===== config.mk =====
export PLATFORM = sky130hd
export DESIGN_NAME = xadc_channel_classifier
export DESIGN_NICKNAME = d
export VERILOG_FILES = /design/src/rtl/xadc_channel_classifier.sv
export SDC_FILE = /design/constraint.sdc
export NUM_CORES = 1
export LEC_CHECK = 0
export BUFFER_PORTS_ARGS = -buffer_cell sky130_fd_sc_hd__buf_2
export CAP_MARGIN = 30
export CORE_UTILIZATION = 40
export CTS_CLUSTER_DIAMETER = 120
export CTS_CLUSTER_SIZE = 8
export DETAILED_ROUTE_END_ITERATION = 8
export SYNTH_ARGS = -nofsm -noshare
export SYNTH_HDL_FRONTEND = slang
export SYNTH_SLANG_ARGS = --single-unit

===== constraint.sdc =====
create_clock -name S_AXI_ACLK -period 12.72 [get_ports S_AXI_ACLK]
set_clock_uncertainty 0.2 [all_clocks]
set_input_delay 1.272 -clock S_AXI_ACLK [delete_from_list [all_inputs] [get_ports S_AXI_ACLK]]
set_output_delay 1.272 -clock S_AXI_ACLK [all_outputs]
set_load 0.01 [all_outputs]

===== src/rtl/xadc_channel_classifier.sv =====
// xadc_channel_classifier: DRP scan sequencer with block averaging and hysteresis argmax.
// Ports: S_AXI_ACLK / S_AXI_ARESETN clock and asynchronous active-low reset;
//   enable, clear, EOS run control; DADDR, DEN, DWE, DI, DRDY, DO DRP master;
//   measured, network_output, result_valid, scan_count published results;
//   timeout_err sticky DRP timeout, busy scan in progress.
module xadc_channel_classifier #(
  parameter int          NUM_CHANNELS = 4,
  parameter logic [6:0]  BASE_DADDR   = 7'h10,
  parameter int          AVG_LOG2     = 2,
  parameter logic [11:0] HYST_MARGIN  = 12'd32,
  parameter int          DRP_TIMEOUT  = 64,
  parameter int          IDX_W        = 2
) (
  input  logic                       S_AXI_ACLK,
  input  logic                       S_AXI_ARESETN,
  input  logic                       enable,
  input  logic                       clear,
  input  logic                       EOS,
  input  logic                       DRDY,
  input  logic [15:0]                DO,
  output logic [6:0]                 DADDR,
  output logic                       DEN,
  output logic                       DWE,
  output logic [15:0]                DI,
  output logic [12*NUM_CHANNELS-1:0] measured,
  output logic [IDX_W-1:0]           network_output,
  output logic                       result_valid,
  output logic [15:0]                scan_count,
  output logic                       timeout_err,
  output logic                       busy
);
  localparam int AW = 12 + AVG_LOG2;
  localparam int WW = AVG_LOG2 > 0 ? AVG_LOG2 : 1;
  localparam int TW = $clog2(DRP_TIMEOUT + 1);
  localparam logic [WW-1:0]    WIN_LAST = WW'((1 << AVG_LOG2) - 1);
  localparam logic [IDX_W-1:0] CH_LAST  = IDX_W'(NUM_CHANNELS - 1);
  localparam logic [TW-1:0]    TMO_LAST = TW'(DRP_TIMEOUT - 1);
  typedef enum logic [2:0] {IDLE, REQ, WAIT, ACC, CMP, PUB} state_t;
  state_t           state_q;
  logic [IDX_W-1:0] ch_q, best_idx_q, cand;
  logic [11:0]      best_val_q, sample_q, cand_val;
  logic [WW-1:0]    win_q;
  logic [TW-1:0]    tmo_q;
  logic             first_q, cand_take, take;
  logic [AW-1:0]    acc_q [NUM_CHANNELS];
  logic [11:0]      meas_q [NUM_CHANNELS];
  logic [11:0]      avg [NUM_CHANNELS];
  logic             unused_do;
  for (genvar i = 0; i < NUM_CHANNELS; i++) begin : g_ch
    assign avg[i] = acc_q[i][AW-1:AVG_LOG2];
    assign measured[12*i +: 12] = meas_q[i];
  end
  assign unused_do = ^DO[3:0];
  assign DWE = 1'b0;
  assign DI = 16'h0000;
  assign busy = state_q != IDLE;
  // ch_q doubles as the compare index during CMP; channel 0 seeds the running best.
  assign cand_take = ch_q == '0 || avg[ch_q] > best_val_q;
  assign cand = cand_take ? ch_q : best_idx_q;
  assign cand_val = cand_take ? avg[ch_q] : best_val_q;
  assign take = first_q || cand == network_output ||
                {1'b0, cand_val} > {1'b0, avg[network_output]} + 13'(HYST_MARGIN);
  always_ff @(posedge S_AXI_ACLK or negedge S_AXI_ARESETN) begin
    if (!S_AXI_ARESETN) begin
      state_q <= IDLE;
      ch_q <= '0;
      best_idx_q <= '0;
      best_val_q <= '0;
      sample_q <= '0;
      win_q <= '0;
      tmo_q <= '0;
      first_q <= 1'b1;
      for (int i = 0; i < NUM_CHANNELS; i++) begin
        acc_q[i] <= '0;
        meas_q[i] <= '0;
      end
      DADDR <= '0;
      DEN <= 1'b0;
      network_output <= '0;
      result_valid <= 1'b0;
      scan_count <= '0;
      timeout_err <= 1'b0;
    end else if (clear) begin
      state_q <= IDLE;
      win_q <= '0;
      first_q <= 1'b1;
      for (int i = 0; i < NUM_CHANNELS; i++) begin
        acc_q[i] <= '0;
        meas_q[i] <= '0;
      end
      DEN <= 1'b0;
      network_output <= '0;
      result_valid <= 1'b0;
      scan_count <= '0;
      timeout_err <= 1'b0;
    end else begin
      DEN <= 1'b0;
      result_valid <= 1'b0;
      case (state_q)
        IDLE: if (EOS && enable) begin
          state_q <= REQ;
          ch_q <= '0;
          DEN <= 1'b1;
          DADDR <= BASE_DADDR;
        end
        REQ: begin
          state_q <= WAIT;
          tmo_q <= '0;
        end
        WAIT: if (DRDY) begin
          sample_q <= DO[15:4];
          state_q <= ACC;
        end else if (tmo_q == TMO_LAST) begin
          // No answer: reuse the last published value so the average stays sane.
          timeout_err <= 1'b1;
          sample_q <= meas_q[ch_q];
          state_q <= ACC;
        end else begin
          tmo_q <= tmo_q + 1'b1;
        end
        ACC: begin
          acc_q[ch_q] <= acc_q[ch_q] + AW'(sample_q);
          if (ch_q != CH_LAST) begin
            ch_q <= ch_q + 1'b1;
            DEN <= 1'b1;
            DADDR <= BASE_DADDR + 7'(ch_q + 1'b1);
            state_q <= REQ;
          end else if (win_q != WIN_LAST) begin
            win_q <= win_q + 1'b1;
            state_q <= IDLE;
          end else begin
            ch_q <= '0;
            state_q <= CMP;
          end
        end
        CMP: begin
          best_idx_q <= cand;
          best_val_q <= cand_val;
          if (ch_q == CH_LAST) begin
            for (int i = 0; i < NUM_CHANNELS; i++) meas_q[i] <= avg[i];
            network_output <= take ? cand : network_output;
            first_q <= 1'b0;
            result_valid <= 1'b1;
            scan_count <= scan_count + 1'b1;
            state_q <= PUB;
          end else begin
            ch_q <= ch_q + 1'b1;
          end
        end
        PUB: begin
          for (int i = 0; i < NUM_CHANNELS; i++) acc_q[i] <= '0;
          win_q <= '0;
          state_q <= IDLE;
        end
        default: state_q <= IDLE;
      endcase
    end
  end
endmodule

==> reports/qor.yml, run 1 <==
die_y_um: 155.1
detail_route.drc_violations: 0
cp.arrival_ns: 5.48
antenna_found_initial: 0
synth_edf_count: 0
rsz0062_at_grt: "no"
final_area_mm2: 0.01068
drive_above_1_share_pct: 23.43
coreArea_mm2: 0.02285
grt_pass1_wl_mm: 38.70
fillers: 2159
pwr-share-clk_pct: 40.4
finalSetupTns_ns: 0
status: "complete, no violations"
avgSynthCellArea_um2: 11.51
holdCritPathClass: "reg2reg"
ir_worst_vdd_mv: 0.1063
slew-limit-headroom_pct: 29.08
yosysMostFrequentCell: "dfrtp_1"
hold_ws_ns: 0.2647
power_leakage_uw: 0.005116
synth_area_mm2: 0.009381
syn_to_final_growth_pct: 13.86
required_ns: 12.87
yosys_register_bits: 170
place_area_mm2: 0.01008
yosys_warnings: 0
slew_violations: 0
fmax_ghz: 0.1877
synth.largest_area_cell: "dfrtp_1"
netlist_instances: 815
synth_compound_area_share_pct: 15.44
path_class: "reg2reg"
seq_power_share_pct: 45.2
cts-root-buf: "clkbuf_16"
synth_top_area_share_pct: 45.08
crit_path_start_kind: "flop"
firstDrtPassIters: 4
worstMarginPinSlew_ns: 1.064
synth_common_cells: "dfrtp_1 (169), a22o_1 (90), nor2_1 (59)"
start_util_pct: 41.06
place_hpwl_mm: 16.20
multi_input_area_mm2: 0.004725
cts_buffers: 17
grt_overflow_total: 0
synth_flop_cell: "dfrtp_1"
detail_route.vias_per_cell: 5.586
switching_share_pct: 28.59
p_switching_uw: 373.7
row_count: 55
portBuffers: 91
grt_pass1_vias: 6656
synthAdderAreaFrac_pct: 6.082
end_kind: "flop"
cts.sinks: 170
clk_path_buf_depth: 2
grt_max_degree: 64
vias: 6804
power_density_mw_per_mm2: 122.3
cts_tree: "done"
combPwrFrac_pct: 14.4
fin_crit_ns: 5.329
dieArea_mm2: 0.02407
post_cts_buffers: 0
nets: 959
area.sequential_mm2: 0.004257
max-cap-violations: 0
synthXorXnorAreaFrac_pct: 3.268
async_flop_share_pct: 100.0
grt_usage_pct: 21.22
path_max_fanout: 23
wl_per_cell_um: 19.94
ctsResizeCount: 0
totalWireLength_mm: 24.28
htree_levels: 4
synth_top_family_by_area: "compound AO/OA/AOI/OAI gates"
clock_latency_ns: 0.44
finalHoldViolCount: 0
synthSimpleGateAreaFrac_pct: 10.08
fin_crit_sh_pct: 41.89
yosys-top-cells-area: "dfrtp_1 (45%), a22o_1 (8.4%), mux4_2 (7.0%)"
io_pins: 116
antenna_cells: 0
synth_seq_area_share_pct: 45.36
synth.area.mux_share_pct: 14.40
clk_pin_slew_ns: 0.06
yosysUniqueCellTypes: 62
chipWidth_um: 155.1
first_iter_violations: 391
holdBufCountCts: 0
setup_viol: 0
routabilityCongestion: 0.7982
ant_nets: 0
p_int_uw: 933.2
per-layer routing:
layer	GRT usage, %	vias to the layer above	wire (um)
met4	6.884	0	405
met5	0	-	0
li1	-	3150	-
met1	30.20	3471	11420
met3	3.538	30	1035
met2	33.01	153	11420
cells by family (layout without fill, tap and decap cells):
| logic type | Yosys count | in the layout |
|---|---|---|
| other cells | 1 | 20 |
| mux | 81 | 81 |
| flops | 170 | 170 |
| xor+xnor | 35 | 35 |
| buf+inv | 98 | 169 |
| fa+ha+maj | 45 | 45 |
| simple gates | 192 | 192 |
| compound gates | 193 | 193 |
worst paths after layout:
kind                                          end          start  slack (ns)  depth (start not counted)
worst max register to register  network_output[0]        ch_q[0]        7.39                         16
worst min register to register           DADDR[4]       DADDR[4]        0.26                          1
worst min-delay path                     DADDR[4]       DADDR[4]        0.26                          1
min in group asynchronous            measured[36]  S_AXI_ARESETN        0.58                          1
worst max-delay path            network_output[0]        ch_q[0]        7.39                         16
max in group asynchronous                 ch_q[0]  S_AXI_ARESETN       10.53                          2
layout make-up:
type                    count  share of cell area, %
multi-input cells         566                  44.23
flip-flops and latches    170                  39.85
repair buffers            105                  5.564
clock buffers              20                  4.276
well taps                 313                  3.666
clock inverters            12                  1.289
inverters                  32                  1.125
worst max-delay path, cell delays in order, from the launching register on:
cell       delay (ns)
dfrtp_2          0.58
buf_4            0.51
mux4_2           0.64
ha_1             0.32
nand4_1          0.11
or3_1            0.44
inv_1            0.08
a31oi_1          0.05
nor2_1           0.12
buf_4            0.22
mux2_2           0.36
ha_1             0.30
and4_1           0.21
a2111oi_0        0.39
a31oi_1          0.16
o311ai_2         0.32
mux2i_1          0.22
stage by stage:
step	util [%]	total power, uW	worst slack [ns]	instances
4_1_cts	46.70	1315	7.328	1217
5_1_grt	46.75	1368	7.012	1218
6_report	46.75	1307	7.391	1218
3_5_place_dp	44.10	786.6	7.324	1185
3_3_place_gp	43.93	783.9	7.351	1183
2_1_floorplan	-	729.9	7.689	834
cell usage in the layout (no fill, tap or decap), types with 18 or more instances in the layout:
cell / instances
mux4_2: 29
conb_1: 20
mux2_2: 25
ha_1: 44
inv_1: 32
dfrtp_1: 168
mux2i_1: 18
nor2_1: 58
nand2_1: 54
buf_2: 90
o21ai_0: 18
a21oi_1: 43
a22o_1: 90
xor2_1: 24
power by group through the flow:
stage	Sequential [uW]	Combinational, uW	Clock, uW
5_1_grt	594	212	562
4_1_cts	590	188	537
3_5_place_dp	600	187	0
6_report	590	188	528
3_3_place_gp	600	184	0
2_1_floorplan	589	141	0
flip-flops by register name, summed over array words and instances, names as in the netlist:
name            count
best_idx_q          2
first_q             1
ch_q                2
measured           48
timeout_err         1
sample_q           12
tmo_q               7
acc_q              56
network_output      2
best_val_q         12
DEN                 1
scan_count         16
win_q               2
result_valid        1
DADDR               4
state_q             3
Power figures use the tool's default switching activity.
==> run 2: changes to the inputs <==
- ABC_AREA: default -> 1
- clock period: 12.72 -> 5.5 ns (I/O delays scaled with it)
==> reports/qor.yml, run 2 <==
grt_pass1_vias: 8069
syn_to_final_growth_pct: 13.10
holdCritPathClass: "in2reg"
use_met2_pct: 33.94
yosys_warnings: 0
place_hpwl_mm: 20.24
grt_max_degree: 73
chipWidth_um: 157.4
fin_crit_ns: 4.757
detail_route.vias_per_cell: 5.377
fin_crit_sh_pct: 86.50
worstMarginPinSlew_ns: 0.7908
antenna_found_initial: 0
nets: 1354
vias: 8705
max-cap-violations: 0
final_common_cell: "nand2_1"
cts_buffers: 17
synth_top_area_share_pct: 43.79
power_leakage_uw: 0.005310
finalHoldViolCount: 0
cts.sinks: 170
slew-limit-headroom_pct: 47.13
ir_worst_vdd_mv: 0.2425
grt_usage_pct: 23.97
power_density_mw_per_mm2: 285.4
ant_nets: 0
required_ns: 5.68
synth_flop_cell: "dfrtp_1"
grt_overflow_total: 0
synth_common_cells: "nand2_1 (227), dfrtp_1 (169), o21ai_0 (159)"
end_kind: "flop"
dpl.cell_count: 1586
slew_violations: 0
status: "complete, no violations"
slowest_delay_ns: 0.53
power_uw: 3117
synth.largest_area_cell: "dfrtp_1"
cp_slowest_cell: "buf_4"
path_class: "reg2reg"
grt_util_met3_pct: 4.791
io_pins: 116
dieArea_mm2: 0.02477
clock_latency_ns: 0.44
crit_path_start_kind: "flop"
path_max_fanout: 64
clk_pin_slew_ns: 0.07
detail_route.drc_violations: 0
routabilityCongestion: 0.8884
layout_common_cells: "nand2_1 (227), dfrtp_1 (168), o21ai_0 (159), inv_1 (147), a21oi_1 (95)"
synth_area_mm2: 0.009658
critPathTopFamily: "simple AND/OR/NAND/NOR gates"
finalSetupTns_ns: 0
drive_above_1_share_pct: 14.00
htree_levels: 4
first_iter_violations: 809
avgSynthCellArea_um2: 7.942
yosysUniqueCellTypes: 54
antenna_cells: 0
place_ws_ns: 0.8591
coreArea_mm2: 0.02354
finalWorstSetupSlack_ns: 0.7427
gr-usage-met1_pct: 36.50
die_y_um: 157.4
cp_common_cell: "nand2_1"
fmax_ghz: 0.2102
rsz0062_at_grt: "no"
synth_seq_area_share_pct: 44.06
path_buf_inv: 2
largest-register: "acc_q"
final_core_util_pct: 46.40
firstDrtPassIters: 5
clk_path_buf_depth: 2
cts_tree: "done"
portBuffers: 91
grt_pass1_wl_mm: 44.91
layout.cells.non_filler: 1619
wl_per_cell_um: 17.72
netlist_instances: 1216
synth_edf_count: 0
yosysMostFrequentCell: "nand2_1"
yosys_register_bits: 170
largest_register_ffs: 56
yosys-top-cells-area: "dfrtp_1 (44%), nand2_1 (8.8%), o21ai_0 (8.2%)"
totalWireLength_mm: 28.69
row_count: 56
cp.arrival_ns: 4.93
setup_viol: 0
async_flop_share_pct: 100.0
cts-root-buf: "clkbuf_16"
grt_busiest_layer: "met1"
start_util_pct: 41.02
==> run 2: changes by cell type after synthesis, moves of 18 or more <==
| cell | before | now |
|---|---|---|
| a22o_1 | 90 | 1 |
| mux4_2 | 29 | 0 |
| o22ai_1 | 0 | 48 |
| o21ai_0 | 18 | 159 |
| inv_1 | 32 | 148 |
| nand2_1 | 54 | 227 |
| mux2i_1 | 18 | 0 |
| nand3_1 | 12 | 62 |
| a21oi_1 | 46 | 95 |
==> run 2: final timing paths <==
kind | start | slack, ns | cells after the start | endpoint
min in group asynchronous | S_AXI_ARESETN | 0.49 | 2 | DEN
max in group asynchronous | S_AXI_ARESETN | 3.39 | 3 | measured[30]
worst max-delay path | ch_q[0] | 0.74 | 29 | network_output[0]
worst max register to register | ch_q[0] | 0.74 | 29 | network_output[0]
worst min-delay path | DO[8] | 0.26 | 4 | sample_q[4]
worst min register to register | DADDR[4] | 0.27 | 1 | DADDR[4]
==> run 2: where the power goes <==
group | leakage, uW | switching (uW) | total [uW] | internal (uW)
clock | 0.000283 | 558 | 1220 | 663
sequential | 0.00232 | 47.8 | 1350 | 1300
combinational | 0.00270 | 376 | 545 | 169
==> run 2: cell families after synthesis <==
family	Yosys count	synth area share (%)
AO/OA/AOI/OAI	337	18.86
XOR/XNOR	12	1.088
adder cells (fa/ha/maj)	45	5.908
buffers and inverters	231	10.14
flip-flops	170	44.06
multiplexers	12	1.399
other	1	0.03883
AND/OR/NAND/NOR	408	18.50
==> run 2: what timing repair did <==
| item | in CTS | in global routing |
|---|---|---|
| endpoints found under the hold margin | 69 | 0 |
| gates resized for setup | 0 | 0 |
| buffers inserted | 0 | 0 |
| hold buffers | 1 | 0 |
==> run 2: metrics by stage <==
| stage | area (um2) | hold WS (ns) |
|---|---|---|
| floorplan | 9729 | 0.05441 |
| global placement | 10320 | 0.2418 |
| detailed placement | 10320 | 0.2486 |
| CTS | 10920 | 0.2524 |
| global route | 10920 | 0.2788 |
| finish | 10920 | 0.2553 |
==> run 2: tightest hold or removal path, stage by stage <==
cell	delay [ns]
buf_2	0.08
nand2_1	0.04
o21ai_0	0.06
mux2_2	0.14
==> run 2: cell type report <==
class,count,area (um2)
clock inverters,12,131.4
flip-flops and latches,170,4257
fillers,2374,12620
inverters,158,593.1
well taps,319,399.1
repair buffers,106,589.3
multi-input cells,834,4497
clock buffers,20,456.7
==> run 2: per-layer routing <==
layer	vias up	wire length, um
met2	329	12100
met4	0	433
met1	4188	13730
met3	39	2423
li1	4149	-
met5	-	0
==> run 3: changes to the inputs <==
- CORE_MARGIN: default -> 1.5
==> reports/qor.yml, run 3 (synthesis results as in run 2) <==
htree_levels: 4
wl_per_cell_um: 17.81
cts.sinks: 170
cts_tree: "done"
die_y_um: 158.4
post_cts_buffers: 0
path_buf_inv: 3
place_hpwl_mm: 20.61
fmax_ghz: 0.2119
row_count: 56
antenna_found_initial: 1
coreArea_mm2: 0.02361
path_class: "reg2reg"
power_density_mw_per_mm2: 284.2
detail_route.vias_per_cell: 5.367
required_ns: 5.67
largest_register_ffs: 56
cts_buffers: 17
grt_pass1_vias: 8091
grt_max_degree: 96
firstDrtPassIters: 5
hold_ws_ns: -0.03482
slew_violations: 0
ant_nets: 0
portBuffers: 91
first_iter_violations: 792
start_util_pct: 40.90
syn_to_final_growth_pct: 13.03
chipWidth_um: 158.4
max-cap-violations: 0
vias: 8694
setup_viol: 0
clock_latency_ns: 0.45
nets: 1355
routabilityCongestion: 0.8866
grt_usage_pct: 23.78
ir_worst_vdd_mv: 0.2109
grt_overflow_total: 0
slew-limit-headroom_pct: 38.11
status: "complete, but fails checks"
clk_pin_slew_ns: 0.08
finalHoldViolCount: 14
clk_path_buf_depth: 2
fin_crit_sh_pct: 85.79
fin_crit_ns: 4.719
power_leakage_uw: 0.005304
cp_slowest_cell: "a21oi_1"
fillers: 2367
cp.arrival_ns: 4.89
finalSetupTns_ns: 0
path_max_fanout: 38
ctsResizeCount: 0
grt_pass1_wl_mm: 45.13
cts-root-buf: "clkbuf_16"
antenna_cells: 0
holdBufCountCts: 0
critPathTopFamily: "simple AND/OR/NAND/NOR gates"
largest-register: "acc_q"
drive_above_1_share_pct: 14.22
detail_route.drc_violations: 0
worstMarginPinSlew_ns: 0.9283
power_uw: 3103
totalWireLength_mm: 28.86
end_kind: "flop"
rsz0062_at_grt: "no"
holdCritPathClass: "in2async"
final_common_cell: "nand2_1"
slowest_delay_ns: 0.49
failed_checks: "hold timing"
cp_common_cell: "nand2_1"
crit_path_start_kind: "flop"
layout_common_cells: "nand2_1 (227), dfrtp_1 (168), o21ai_0 (159), inv_1 (148), a21oi_1 (95)"
dieArea_mm2: 0.02509
io_pins: 116
==> run 3: changes by cell type in the layout (fill, tap and decap cells not counted), moves of 2 or more <==
cell / previous run / this run
clkinv_4: 4 / 1
buf_4: 13 / 15
clkbuf_8: 2 / 0
clkinv_8: 0 / 2
clkinvlp_4: 2 / 4
inv_6: 2 / 4
==> run 3: area by class of cell <==
type	count	area [um2]	share of cell area, %
Inverter	158	593.1	5.433
Clock buffer	17	425.4	3.897
Timing Repair Buffer	107	594.3	5.444
Tap cell	319	399.1	3.656
Clock inverter	15	151.4	1.387
Sequential cell	170	4257	38.99
Multi-Input combinational cell	834	4497	41.19
==> run 3: final timing paths <==
kind	start	to	slack (ns)	cells past startpoint
setup / recovery	ch_q[0]	network_output[1]	0.78	29
hold / removal	S_AXI_ARESETN	measured[27]	-0.03	1
setup reg to reg	ch_q[0]	network_output[1]	0.78	29
hold reg to reg	scan_count[15]	scan_count[15]	0.27	1
max in group asynchronous	S_AXI_ARESETN	sample_q[10]	4.01	2
min in group S_AXI_ACLK	DO[10]	sample_q[6]	0.25	4
==> run 3: layer usage <==
| metal | up-vias | part of all wire (%) | track usage (%) |
|---|---|---|---|
| li1 | 4149 | - | - |
| met1 | 4176 | 48 | 36.18 |
| met2 | 337 | 44 | 34.91 |
| met3 | 32 | 7.4 | 3.593 |
| met4 | 0 | 1.3 | 6.320 |
| met5 | - | 0 | 0 |
==> run 3: metrics by stage <==
step / util, % / area (um2) / worst slack [ns] / std cells
finish: 46.23 / 10920 / 0.7815 / 1620
global route: 46.23 / 10920 / 0.3445 / 1620
CTS: 46.23 / 10920 / 0.8322 / 1620
detailed placement: 43.79 / 10340 / 0.9180 / 1588
global placement: 43.79 / 10340 / 0.9564 / 1588
floorplan: - / 9729 / 1.646 / 1235
==> run 3: power breakdown <==
part	total [uW]	switching [uW]	leakage, uW	internal, uW
Combinational	545	375	0.00271	170
Sequential	1360	54.4	0.00232	1300
Clock	1200	596	0.000270	604
Total	3100	1030	0.00530	2080
